`config.mk`:
```
export PLATFORM = sky130hd
export DESIGN_NAME = jtag_tap_dr_ctrl
export DESIGN_NICKNAME = d
export VERILOG_FILES = /design/src/rtl/jtag_pkg.sv /design/src/rtl/jtag_tap_fsm.sv /design/src/rtl/jtag_tap_dr_ctrl.sv
export SDC_FILE = /design/constraint.sdc
export NUM_CORES = 1
export LEC_CHECK = 0
export CAP_MARGIN = 10
export CORE_UTILIZATION = 30
export DETAILED_ROUTE_END_ITERATION = 7
export HOLD_SLACK_MARGIN = 0.02
export PLACE_DENSITY = 0.56
export SYNTH_ARGS = -nofsm -noshare
export SYNTH_HDL_FRONTEND = slang
export SYNTH_HIERARCHICAL = 1
export SYNTH_SLANG_ARGS = --single-unit
```
`constraint.sdc`:
```
create_clock -name clk -period 4.6 [get_ports clk]
set_input_delay 1.15 -clock clk [delete_from_list [all_inputs] [get_ports clk]]
set_output_delay 1.15 -clock clk [all_outputs]
set_load 0.02 [all_outputs]
```
`src/rtl/jtag_pkg.sv`:
```
// ---------------------------------------------------------------------------
// jtag_pkg
// Shared definitions for the JTAG TAP controller slice.
//  - tap_state_t : the 16 IEEE 1149.1 TAP states with their conventional
//                  4-bit encodings (the same codes many vendors expose on
//                  debug buses, so waveform viewers decode them directly).
//  - IR_CAPTURE  : the two mandatory LSBs loaded into the IR shift register
//                  in Capture-IR; upper bits are zero-filled by the user.
// ---------------------------------------------------------------------------
package jtag_pkg;

    typedef enum logic [3:0] {
        TLR    = 4'hF,
        RTI    = 4'hC,
        SEL_DR = 4'h7,
        CAP_DR = 4'h6,
        SH_DR  = 4'h2,
        EX1_DR = 4'h1,
        PAU_DR = 4'h3,
        EX2_DR = 4'h0,
        UPD_DR = 4'h5,
        SEL_IR = 4'h4,
        CAP_IR = 4'hE,
        SH_IR  = 4'hA,
        EX1_IR = 4'h9,
        PAU_IR = 4'hB,
        EX2_IR = 4'h8,
        UPD_IR = 4'hD
    } tap_state_t;

    // Mandatory 1149.1 capture value: LSB pair is 2'b01 so a board-level
    // tester can spot broken scan chains from the first two tdo bits.
    localparam logic [1:0] IR_CAPTURE = 2'b01;

endpackage

```
`src/rtl/jtag_tap_fsm.sv`:
```
// ---------------------------------------------------------------------------
// jtag_tap_fsm
// The 16-state TAP controller. Next state depends only on tms; every state
// decode the datapath needs is registered so downstream logic never sees
// decode glitches from the state register transitions.
// Ports:
//  clk       in   TCK, rising-edge
//  reset_    in   asynchronous active-low reset (TRST_)
//  tms       in   test mode select
//  enter_tlr out  combinational: the next clk edge lands in Test-Logic-Reset
//  cap_ir    out  registered: currently in Capture-IR
//  sh_ir     out  registered: currently in Shift-IR
//  upd_ir    out  registered: currently in Update-IR
//  cap_dr    out  registered: currently in Capture-DR
//  sh_dr     out  registered: currently in Shift-DR
//  upd_dr    out  registered: currently in Update-DR
// ---------------------------------------------------------------------------
module jtag_tap_fsm
    import jtag_pkg::*;
(
    input  logic clk,
    input  logic reset_,
    input  logic tms,
    output logic enter_tlr,
    output logic cap_ir,
    output logic sh_ir,
    output logic upd_ir,
    output logic cap_dr,
    output logic sh_dr,
    output logic upd_dr
);

    tap_state_t state;
    tap_state_t next_state;

    // Standard TAP transition graph. Each state has one tms value that
    // leaves and one that holds (or two distinct exits), so a run of five
    // tms=1 always funnels into TLR from anywhere.
    always_comb begin
        next_state = state;
        case (state)
            TLR:    next_state = tms ? TLR    : RTI;
            RTI:    next_state = tms ? SEL_DR : RTI;
            SEL_DR: next_state = tms ? SEL_IR : CAP_DR;
            SEL_IR: next_state = tms ? TLR    : CAP_IR;
            CAP_DR: next_state = tms ? EX1_DR : SH_DR;
            SH_DR:  next_state = tms ? EX1_DR : SH_DR;
            EX1_DR: next_state = tms ? UPD_DR : PAU_DR;
            PAU_DR: next_state = tms ? EX2_DR : PAU_DR;
            EX2_DR: next_state = tms ? UPD_DR : SH_DR;
            UPD_DR: next_state = tms ? SEL_DR : RTI;
            CAP_IR: next_state = tms ? EX1_IR : SH_IR;
            SH_IR:  next_state = tms ? EX1_IR : SH_IR;
            EX1_IR: next_state = tms ? UPD_IR : PAU_IR;
            PAU_IR: next_state = tms ? EX2_IR : PAU_IR;
            EX2_IR: next_state = tms ? UPD_IR : SH_IR;
            UPD_IR: next_state = tms ? SEL_DR : RTI;
            default: next_state = TLR;
        endcase
    end

    // The IR must be reset on the same edge that enters TLR, so this one
    // is taken from the next-state logic rather than registered.
    assign enter_tlr = (next_state == TLR);

    // State register plus registered decodes. The decodes are computed
    // from next_state so each flag is high exactly while the state
    // register holds the matching state.
    always_ff @(posedge clk or negedge reset_) begin
        if (!reset_) begin
            state  <= TLR;
            cap_ir <= 1'b0;
            sh_ir  <= 1'b0;
            upd_ir <= 1'b0;
            cap_dr <= 1'b0;
            sh_dr  <= 1'b0;
            upd_dr <= 1'b0;
        end else begin
            state  <= next_state;
            cap_ir <= (next_state == CAP_IR);
            sh_ir  <= (next_state == SH_IR);
            upd_ir <= (next_state == UPD_IR);
            cap_dr <= (next_state == CAP_DR);
            sh_dr  <= (next_state == SH_DR);
            upd_dr <= (next_state == UPD_DR);
        end
    end

endmodule

```
`src/rtl/jtag_tap_dr_ctrl.sv`:
```
// ---------------------------------------------------------------------------
// jtag_tap_dr_ctrl
// TAP controller, instruction register and data-register select for a bank
// of shared-scan-path JTAG data registers. Instruction code k < NUM_DR
// selects external DR k; every other code selects the internal 1-bit
// BYPASS register.
// Parameters:
//  IR_WIDTH  instruction register width (>= 2)
//  NUM_DR    number of external data registers
//  IR_RESET  instruction loaded on entry to Test-Logic-Reset
// Ports:
//  clk         in   TCK, all flops rising-edge
//  reset_      in   asynchronous active-low reset (TRST_)
//  tms         in   test mode select
//  tdi         in   test data in
//  tdo         out  test data out, combinational from the active shift path
//  tdo_en      out  high while in Shift-DR or Shift-IR
//  dr_sel      out  one-hot select of the external DRs, all zero = bypass
//  dr_shift    out  shift enable to the external DRs
//  dr_update   out  one-cycle pulse in Update-DR
//  dr_scanin   out  serial data to every external DR (tdi)
//  dr_scanout  in   serial data from each external DR
//  ir_q        out  currently active instruction
// ---------------------------------------------------------------------------
module jtag_tap_dr_ctrl
    import jtag_pkg::*;
#(
    parameter int unsigned          IR_WIDTH = 4,
    parameter int unsigned          NUM_DR   = 4,
    parameter logic [IR_WIDTH-1:0]  IR_RESET = {IR_WIDTH{1'b1}}
)(
    input  logic                clk,
    input  logic                reset_,
    input  logic                tms,
    input  logic                tdi,
    output logic                tdo,
    output logic                tdo_en,
    output logic [NUM_DR-1:0]   dr_sel,
    output logic                dr_shift,
    output logic                dr_update,
    output logic                dr_scanin,
    input  logic [NUM_DR-1:0]   dr_scanout,
    output logic [IR_WIDTH-1:0] ir_q
);

    localparam logic [IR_WIDTH-1:0] IR_CAPTURE_WORD = IR_WIDTH'(IR_CAPTURE);

    logic                enter_tlr;
    logic                cap_ir;
    logic                sh_ir;
    logic                upd_ir;
    logic                cap_dr;
    logic                sh_dr;
    logic                upd_dr;
    logic [IR_WIDTH-1:0] ir_shift;
    logic                bypass;
    logic                bypass_sel;
    logic                dr_tdo;

    jtag_tap_fsm u_fsm (
        .clk       (clk),
        .reset_    (reset_),
        .tms       (tms),
        .enter_tlr (enter_tlr),
        .cap_ir    (cap_ir),
        .sh_ir     (sh_ir),
        .upd_ir    (upd_ir),
        .cap_dr    (cap_dr),
        .sh_dr     (sh_dr),
        .upd_dr    (upd_dr)
    );

    // Instruction register. The shift stage is a scratch path; only the
    // edge leaving Update-IR commits it to ir_q, so an aborted IR scan
    // (TLR or reset) never applies a half-shifted instruction.
    always_ff @(posedge clk or negedge reset_) begin
        if (!reset_) begin
            ir_shift <= '0;
            ir_q     <= IR_RESET;
        end else begin
            if (cap_ir) begin
                ir_shift <= IR_CAPTURE_WORD;
            end else if (sh_ir) begin
                ir_shift <= {tdi, ir_shift[IR_WIDTH-1:1]};
            end

            if (enter_tlr) begin
                ir_q <= IR_RESET;
            end else if (upd_ir) begin
                ir_q <= ir_shift;
            end
        end
    end

    // Any code outside the external-DR range falls back to BYPASS.
    assign bypass_sel = (32'(ir_q) >= NUM_DR);

    // Select decode from the registered instruction only, so dr_sel can
    // change just once per Update-IR and never glitches mid-scan.
    for (genvar k = 0; k < NUM_DR; k++) begin : g_sel
        assign dr_sel[k] = (32'(ir_q) == 32'(k));
    end

    // BYPASS cell: captures 0 so the first tdo bit of a bypass scan is a
    // known zero, then acts as a one-cycle delay of tdi.
    always_ff @(posedge clk or negedge reset_) begin
        if (!reset_) begin
            bypass <= 1'b0;
        end else if (cap_dr) begin
            bypass <= 1'b0;
        end else if (sh_dr && bypass_sel) begin
            bypass <= tdi;
        end
    end

    // dr_sel is one-hot (or zero), so an AND-OR picks the selected
    // scanout without needing an index narrower than ir_q.
    assign dr_tdo = |(dr_sel & dr_scanout);

    always_comb begin
        tdo = 1'b0;
        if (sh_ir) begin
            tdo = ir_shift[0];
        end else if (sh_dr) begin
            tdo = bypass_sel ? bypass : dr_tdo;
        end
    end

    assign tdo_en    = sh_ir | sh_dr;
    assign dr_shift  = sh_dr;
    assign dr_update = upd_dr;
    assign dr_scanin = tdi;

endmodule
```
# --- After elaboration in Yosys (flattened, before gate mapping) ---
# Cells that the tools add are included.
word_totals:
  word_cells: 70
  output_inout_bits: 13
  regBits: 19
  in_bits: 8
op_classes:
  reduce_logical: 10
  magnitude_cmp: 1
  n_eq_ne: 25
  bitwise_logic: 2
  mux: 22
ops:
  columns: ["cell", "n"]
  rows:
  - ["4-bit equality test (second input constant)", 12]
  - ["4-bit one-hot mux with 12 select lines", 1]
  - ["4-bit by 3-bit equality test with 1-bit output (second input constant)", 6]
  - ["4-bit by 2-bit equality test with 1-bit output (second input constant)", 5]
  - ["4-bit two-way mux", 5]
  - ["2-bit two-way mux", 6]
  - ["3-bit two-way mux", 4]
  - ["4-bit by 1-bit equality test with 1-bit output (second input constant)", 2]
  - ["4-bit logical NOT", 2]
  - ["1-bit two-way mux", 6]
  - ["2-bit nonzero test", 3]
  - ["4-bit bitwise AND", 1]
  - ["4-bit by 3-bit greater-or-equal comparator with 1-bit output (second input constant)", 1]
  - ["2-bit OR reduction", 2]
  - ["4-bit OR reduction", 1]
  - ["3-bit OR reduction", 1]
  - ["1-bit logical AND", 1]
  - ["1-bit OR", 1]

# --- Longest topological paths before layout ---
# Gate-level depths: netlist (run 1).
depth:
  ltp_word: 6
  ltp_mapped: 5
  ltp_nobuf: 4

# --- Modules after synthesis ---
# Netlist (run 1), hierarchy kept.
modules_own_cells:
  columns: ["mod", "seq_area_each_um2", "area_each_um2", "cells_each", "instances"]
  rows:
  - ["jtag_tap_dr_ctrl", 230.2, 464.2, 42, 1]
  - ["jtag_tap_fsm", 255.2, 456.7, 42, 1]

# --- Worst setup path before layout (run 1) ---
# No wires, ideal clock.
synth_timing:
  kind: "in2out"
  startpoint: "input dr_scanout[3]"
  endpoint: "output tdo"
  cell_stages: 3
  path_slack_ns: 1.573
  path_buffers: 0
  arrival_ns: 1.877
  t_required_ns: 3.450
  path_cell_list: "mux4_2 mux2i_1 o21ai_1"
synth_via:
  elab_chain_cells: 5
synth_rtl:
  columns: ["element", "line_no", "text"]
  rows:
  - ["start, declared", "jtag_tap_dr_ctrl.sv:42", "input logic [NUM_DR-1:0] dr_scanout,"]
  - ["4-bit bitwise AND", "jtag_tap_dr_ctrl.sv:118", "assign dr_tdo = |(dr_sel & dr_scanout);"]
  - ["4-bit OR reduction", "jtag_tap_dr_ctrl.sv:118", null]
  - ["1-bit two-way mux", "jtag_tap_dr_ctrl.sv:125", "tdo = bypass_sel ? bypass : dr_tdo;"]
  - ["1-bit two-way mux", "jtag_tap_dr_ctrl.sv:124", "end else if (sh_dr) begin"]
  - ["1-bit two-way mux", "jtag_tap_dr_ctrl.sv:122", "if (sh_ir) begin"]
  - ["end, declared", "jtag_tap_dr_ctrl.sv:36", "output logic tdo,"]
# Every way passes these cells.

# --- Final worst setup path (run 1) ---
layout_timing:
  startpoint: "input dr_scanout[2]"
  endpoint: "output tdo"
# Same word-level chain as after synthesis.

==> results of run 1 <==
==> registers in the layout (all words and copies together), names as in the netlist <==
name,cells
ir_shift,4
u_fsm/cap_dr,1
u_fsm/sh_dr,1
ir_q,4
u_fsm/sh_ir,1
bypass,1
u_fsm/upd_dr,1
u_fsm/state,4
u_fsm/cap_ir,1
u_fsm/upd_ir,1
==> metrics by stage <==
stage          power (W)  hold WS, ns  cell area, sq um  cells  setup WS [ns]
2_1_floorplan   0.000555        0.378               921     84           1.57
3_3_place_gp    0.000647        0.382              1110    128          0.672
3_5_place_dp    0.000653        0.385              1110    128          0.660
4_1_cts         0.000736        0.401              1130    132          0.652
5_1_grt         0.000789        0.407              1130    132          0.577
6_report        0.000729        0.401              1130    132          0.658
==> layout by cell type (no fill, tap or decap), types with 2 or more instances in the layout <==
cell type         n
clkdlybuf4s50_1  20
dfrtp_1          11
nor2_1           10
dfstp_2           8
nand2_1           6
mux2i_1           5
nor2b_1           5
a211o_1           5
nor4b_1           3
o21ai_0           3
clkbuf_4          3
o21ai_1           2
nor3_1            2
==> routing by layer <==
metal	wire, microns	up-vias
met5	0	-
met4	0	0
met3	122	0
met2	820	20
met1	807	311
li1	-	330
==> worst register-to-register path, stage by stage (launching register included) <==
cell	delay, ns
dfstp_2	0.65
or2_1	0.18
o21ai_1	0.06
and3_1	0.22
a211o_1	0.25
==> worst max path at each step <==
stage / endpoint / depth (start not counted) / slack [ns] / startpoint
after floorplan: tdo / 3 / 1.57 / dr_scanout[3]
after global placement: tdo / 5 / 0.67 / dr_scanout[3]
after detailed placement: tdo / 5 / 0.66 / dr_scanout[3]
after CTS: tdo / 5 / 0.65 / dr_scanout[3]
after global routing: tdo / 5 / 0.58 / dr_scanout[2]
final: tdo / 5 / 0.66 / dr_scanout[2]
==> layout make-up <==
cell class              count  share of cell area (%)
clock buffers               4                    2.32
multi-input cells          58                    33.8
flip-flops and latches     19                    42.8
well taps                  31                    3.42
repair buffers             20                    17.6
==> report_power, final <==
group / internal (W) / switching (W) / leakage, nW
Sequential: 0.000259 / 0.000100 / 0.229
Combinational: 0.000161 / 0.000129 / 0.234
Clock: 0.0000337 / 0.0000466 / 0.0150
==> cell families (layout without fill, tap and decap cells) <==
logic type / count (synthesis) / in the layout / share of synthesized area, %
flops: 19 / 19 / 52.7
buf+inv: 7 / 24 / 5.57
compound gates: 15 / 15 / 11.5
simple gates: 37 / 37 / 22.3
mux: 6 / 6 / 7.88
==> results by group, run 1 <==
Run status
  – Status: complete, but fails checks
  – Failing checks: design-rule violations

Final layout
  – Layout net count: 110
  – Final Util: between 40 and 50%
  – Layout Area Growth over Synthesis: 23.2%
  – Multi-input gate area: 384 sq um
  – Storage cell area: just under 500 sq um
  – Layout fillers: between 200 and 300
  – Antenna fix cells: 0
  – Share of layout cells above drive strength 1: 15.8%

STA
  – FMAX: 254 MHz
  – Setup_tns: 0 ns
  – Max Slew Vio Count: 0
  – Fin. Hold Viols: 0
  – Tightest Pin Transition: around 0.81 ns
  – Minimum clock period: 3.94 ns
  – Tcrit/Tclk final: between 80% and 90%
  – Relative slew slack: around 46%
  – Final setup fails: 0
  – RSZ-0062 raised after global routing: false
  – Clock skew: 0.00351 ns

Synthesis
  – Seq/Total Area, Yosys: 52.7%
  – Gate Count Post-Synth: 84
  – Avg Inst Size Synth: 11.0 sq um
  – Yosys top cell by area: dfrtp_1
  – Most common cell in the synthesized netlist: dfrtp_1
  – Post-synth EDFFs: 0
  – Synth async-reset ratio: 100%
  – Top post-synthesis cells by area: dfrtp_1 (30%), dfstp_2 (23%), mux2i_1 (5.4%)
  – Synthesized cell area: slightly above 900 sq um
  – Synthesized flop and latch total: 19
  – Synth warn: 6
  – Netlist cell types: 32
  – Synth top cells by count: dfrtp_1 (11), nor2_1 (10), dfstp_2 (8)
  – Syn_nets: 92
  – Ys flop type: dfrtp_1
  – Synth top area share: 29.9%

Hold path
  – Startpoint of the worst hold path: u_fsm/cap_dr$_DFF_PN0_
  – Cell count of the worst hold path: 1
  – Endpoint, Worst Hold: bypass$_DFFE_PN0P_
  – Hold Crit Class: reg -> reg

Placement
  – IO Port Bufs: 20
  – Gpl congestion: 0.750
  – Post-DP HPWL: 1.26 mm

Power
  – Leakage: ~0.48 nW
  – Cell Pwr Density: roughly 640 mW/mm^2
  – Worst VDD drop: 0.000301 V

Critical path
  – Worst reg2reg startpoint: u_fsm/state[0]$_DFF_PN1_
  – CP Launch Type: primary input
  – Crit-path leading delay family: buffers and inverters
  – Crit path capture type: primary output
  – FF-to-FF setup slack: 3.18 ns
  – Critical path data arrival time: 2.79 ns
  – CP required: 3.45 ns
  – CP max FO: 1
  – Top cell by count, worst path: clkdlybuf4s50_1
  – Reg-to-reg endpoint: ir_q[0]$_DFFE_PN1P_
  – Slowest-stage cell, CP: clkdlybuf4s50_1
  – WP buf/inv: 2
  – CP max stage delay: 0.53 ns
  – Worst reg2reg path depth: 4
  – Crit Path Class: in -> out
  – CP cell instances: clkdlybuf4s50_1 > mux4_2 > mux2i_1 > o21ai_1 > clkdlybuf4s50_1

GRT
  – First-pass GRT wire length: around 3 mm
  – Vias in the first global route: 642
  – GRT met2 Usage: just under 20%
  – Met1 Use GR: 14.8%
  – Pin count of the biggest net entering global routing: 20
  – Initial antenna violation count: 0
  – Grt peak-use layer: met2
  – Total track usage: around 12%
  – Grt ovf: 0
  – Met3 usage: 3.63%

Route
  – Vias: 661
  – WL final: 1.75 mm
  – Avg WL per Cell: approximately 13 microns
  – Final ANT Viol Nets: 0
  – DR pass1 iterations: 6
  – Vias per cell: ~5.0
  – Drt drc: 3
  – DRT iter0 DRCs: 40

Die
  – Core Region: around 0.0028 sq mm
  – Die ar.: 0.00330 sq mm
  – Initial core utilization: 32.6%
  – FP Rows: 19
  – I/O Pins: 21
  – Die W: 57.4 microns
  – Die Y-Extent: 57.4 microns

Clock network
  – Clk_lat worst skew: 0.29 ns
  – CTS tree: done
  – CTS root buf: clkbuf_4
  – Clk slew on worst S/H paths: 0.10 ns
  – Max H-tree Level: 1
  – Cts bufs inserted: 3
  – PostCTS Resize Cnt: 0
  – Clk buf depth: 2
  – Hold Buf Count CTS: 0
  – Setup Buffers After CTS: 0
  – Clock sink count: 19

Run
  – Max-capacitance violation count: 0
No activity file was read; power rests on OpenSTA's default activity.
==> inputs of run 2 (changes only) <==
Settings changed: GPL_ROUTABILITY_DRIVEN set to 1, GPL_TIMING_DRIVEN set to 0.
==> run 2 against run 1 <==
Net effect:
- clock-buffer cell count is the same
- critical path depth is the same
- final cell count grew 5.3%
- flip-flop and latch count is the same
- critical path type unchanged
- cell area grew 4.5%
- utilization grew 1.8 points
- sequential share of layout area shrank 1.9 points
- the flow still finishes with violations (design-rule violations)
- total power grew 3.4%
==> results by group, run 2 (synthesis gave the netlist of run 1 again) <==
Run status
  – Status: complete, but fails checks
  – Failing checks: design-rule violations

Clock network
  – Max H-tree Level: 1 (unchanged)
  – Setup Buffers After CTS: 0 (unchanged)
  – CTS root buf: clkbuf_4
  – Clk slew on worst S/H paths: 0.10 ns (about the same)
  – Cts bufs inserted: 3 (unchanged)
  – Clk buf depth: 2 (unchanged)
  – CTS tree: done
  – Hold Buf Count CTS: 0 (unchanged)
  – Clk_lat worst skew: 0.28 ns (about the same)
  – PostCTS Resize Cnt: 0 (unchanged)
  – Clock sink count: 19 (unchanged)

STA
  – Tcrit/Tclk final: 86.2% (+0.49 points)
  – Setup_tns: 0 ns (unchanged)
  – Fin. Hold Viols: 0 (unchanged)
  – Clock skew: 0.00178 ns (-0.00173 ns)
  – Min Hold Slack: 0.406 ns (+0.00501 ns)
  – Max Slew Vio Count: 0 (unchanged)
  – Tightest Pin Transition: 0.815 ns (+0.00106 ns)
  – RSZ-0062 raised after global routing: false
  – Minimum clock period: 3.96 ns (+0.0225 ns)
  – Final setup fails: 0 (unchanged)
  – FMAX: 252 MHz (-0.57%)
  – Relative slew slack: 45.5% (-0.071 points)

Route
  – DR pass1 iterations: 6 (unchanged)
  – DRT iter0 DRCs: 50 (+25%)
  – Vias per cell: 4.98 (-0.58%)
  – Drt drc: 3 (unchanged)
  – Vias: 692 (+4.7%)
  – WL final: 1.76 mm (+0.34%)
  – Avg WL per Cell: 12.6 microns (-4.7%)
  – Final ANT Viol Nets: 0 (unchanged)

Die
  – Initial core utilization: 32.6% (unchanged)
  – Die Y-Extent: 57.4 microns (unchanged)
  – I/O Pins: 21 (unchanged)
  – Die W: 57.4 microns (unchanged)
  – Die ar.: 0.00330 sq mm (unchanged)
  – Core Region: 0.00283 sq mm (unchanged)
  – FP Rows: 19 (unchanged)

GRT
  – Grt ovf: 0 (unchanged)
  – Pin count of the biggest net entering global routing: 20 (unchanged)
  – GRT met2 Usage: 20.1% (+0.66 points)
  – Initial antenna violation count: 0 (unchanged)
  – Total track usage: 12.3% (+0.26 points)
  – Grt peak-use layer: met2
  – First-pass GRT wire length: 3.12 mm (+3.4%)
  – Met1 Use GR: 16.1% (+1.4 points)
  – Met3 usage: 2.49% (-1.1 points)
  – Vias in the first global route: 678 (+5.6%)

Critical path
  – CP required: 3.45 ns (about the same)
  – CP max stage delay: 0.54 ns (about the same)
  – Slowest-stage cell, CP: clkdlybuf4s50_1
  – Crit path capture type: primary output
  – Crit Path Class: in -> out
  – CP Launch Type: primary input
  – WP buf/inv: 2 (unchanged)
  – Critical path data arrival time: 2.81 ns (+0.02 ns)
  – Worst reg2reg path depth: 5 (+1)
  – Top cell by count, worst path: clkdlybuf4s50_1
  – Crit-path leading delay family: buffers and inverters
  – CP max FO: 1 (unchanged)
  – CP cell instances: clkdlybuf4s50_1 > mux4_2 > mux2i_1 > o21ai_1 > clkdlybuf4s50_1
  – Levels on crit path: 5 (unchanged)

Final layout
  – Layout net count: 117 (+6.4%)
  – Share of layout cells above drive strength 1: 20.4% (+4.5 points)
  – Non-filler cells, final: 139 (+5.3%)
  – Top Registers: ir_q x4, ir_shift x4, u_fsm/state x4
  – Final Util: 41.9% (+1.8 points)
  – Antenna fix cells: 0 (unchanged)
  – Layout Area Growth over Synthesis: 28.8%
  – Most frequent cells in the layout: clkdlybuf4s50_1 (20), dfrtp_1 (11), nor2_1 (10), dfstp_2 (8), nand2_1 (6)
  – Most common library cell in the layout ignoring fill and taps: clkdlybuf4s50_1

Hold path
  – Cell count of the worst hold path: 1 (unchanged)
  – Hold Crit Class: reg -> reg

Placement
  – Dpl cells: 135 (+5.5%)
  – Post-DP HPWL: 1.30 mm (+3.8%)
  – IO Port Bufs: 20 (unchanged)
  – Gpl congestion: 0.690 (-8.1%)

Power
  – Leakage: 0.509 nW (+6.4%)
  – Worst VDD drop: 0.000297 V (-1.3%)
  – Cell Pwr Density: 635 mW/mm^2 (-1.1%)

Run
  – Max-capacitance violation count: 0 (unchanged)
[run 2: cell types whose count changed in the layout (fill, tap and decap cells not counted), sizes merged]
cell and change:
clkbuf +1, buf +6
[run 2: layer usage]
metal | part of all wire (%) | wire, microns | vias to the layer above
met5 | 0 | 0 | -
met4 | 0 | 0 | 0
met3 | 6.9 | 121 | 0
met2 | 48 | 845 | 20
met1 | 45 | 789 | 327
li1 | - | - | 345
[run 2: path summary, 6_finish.rpt]
check	startpoint	end	slack (ns)
worst max-delay path	dr_scanout[3]	tdo	0.64
worst max register to register	u_fsm/state[0]$_DFF_PN1_	ir_q[0]$_DFFE_PN1P_	3.18
worst min register to register	u_fsm/cap_dr$_DFF_PN0_	bypass$_DFFE_PN0P_	0.41
worst min-delay path	u_fsm/cap_dr$_DFF_PN0_	bypass$_DFFE_PN0P_	0.41
min in group asynchronous	reset_	ir_shift[1]$_DFFE_PN0P_	1.33
max in group asynchronous	reset_	bypass$_DFFE_PN0P_	2.77
[run 2: layout make-up]
cell class	count	area (sq um)
plain buffers	7	51.3
multi-input cells	58	384
repair buffers	20	200
flip-flops and latches	19	485
clock buffers	4	26.3
well taps	31	38.8
fillers	298	1640
[run 2: through the flow]
| stage | cell area [sq um] | power (W) | worst slack [ns] |
|---|---|---|---|
| after CTS | 1190 | 0.000765 | 0.604 |
| final | 1190 | 0.000754 | 0.635 |
| after global routing | 1190 | 0.000820 | 0.567 |
| after detailed placement | 1160 | 0.000681 | 0.603 |
| after global placement | 1160 | 0.000673 | 0.615 |
| after floorplan | 921 | 0.000555 | 1.57 |
[run 2: power by group]
part	switching, W	internal (W)
clock	0.0000459	0.0000336
sequential	0.0000580	0.000256
combinational	0.000176	0.000184
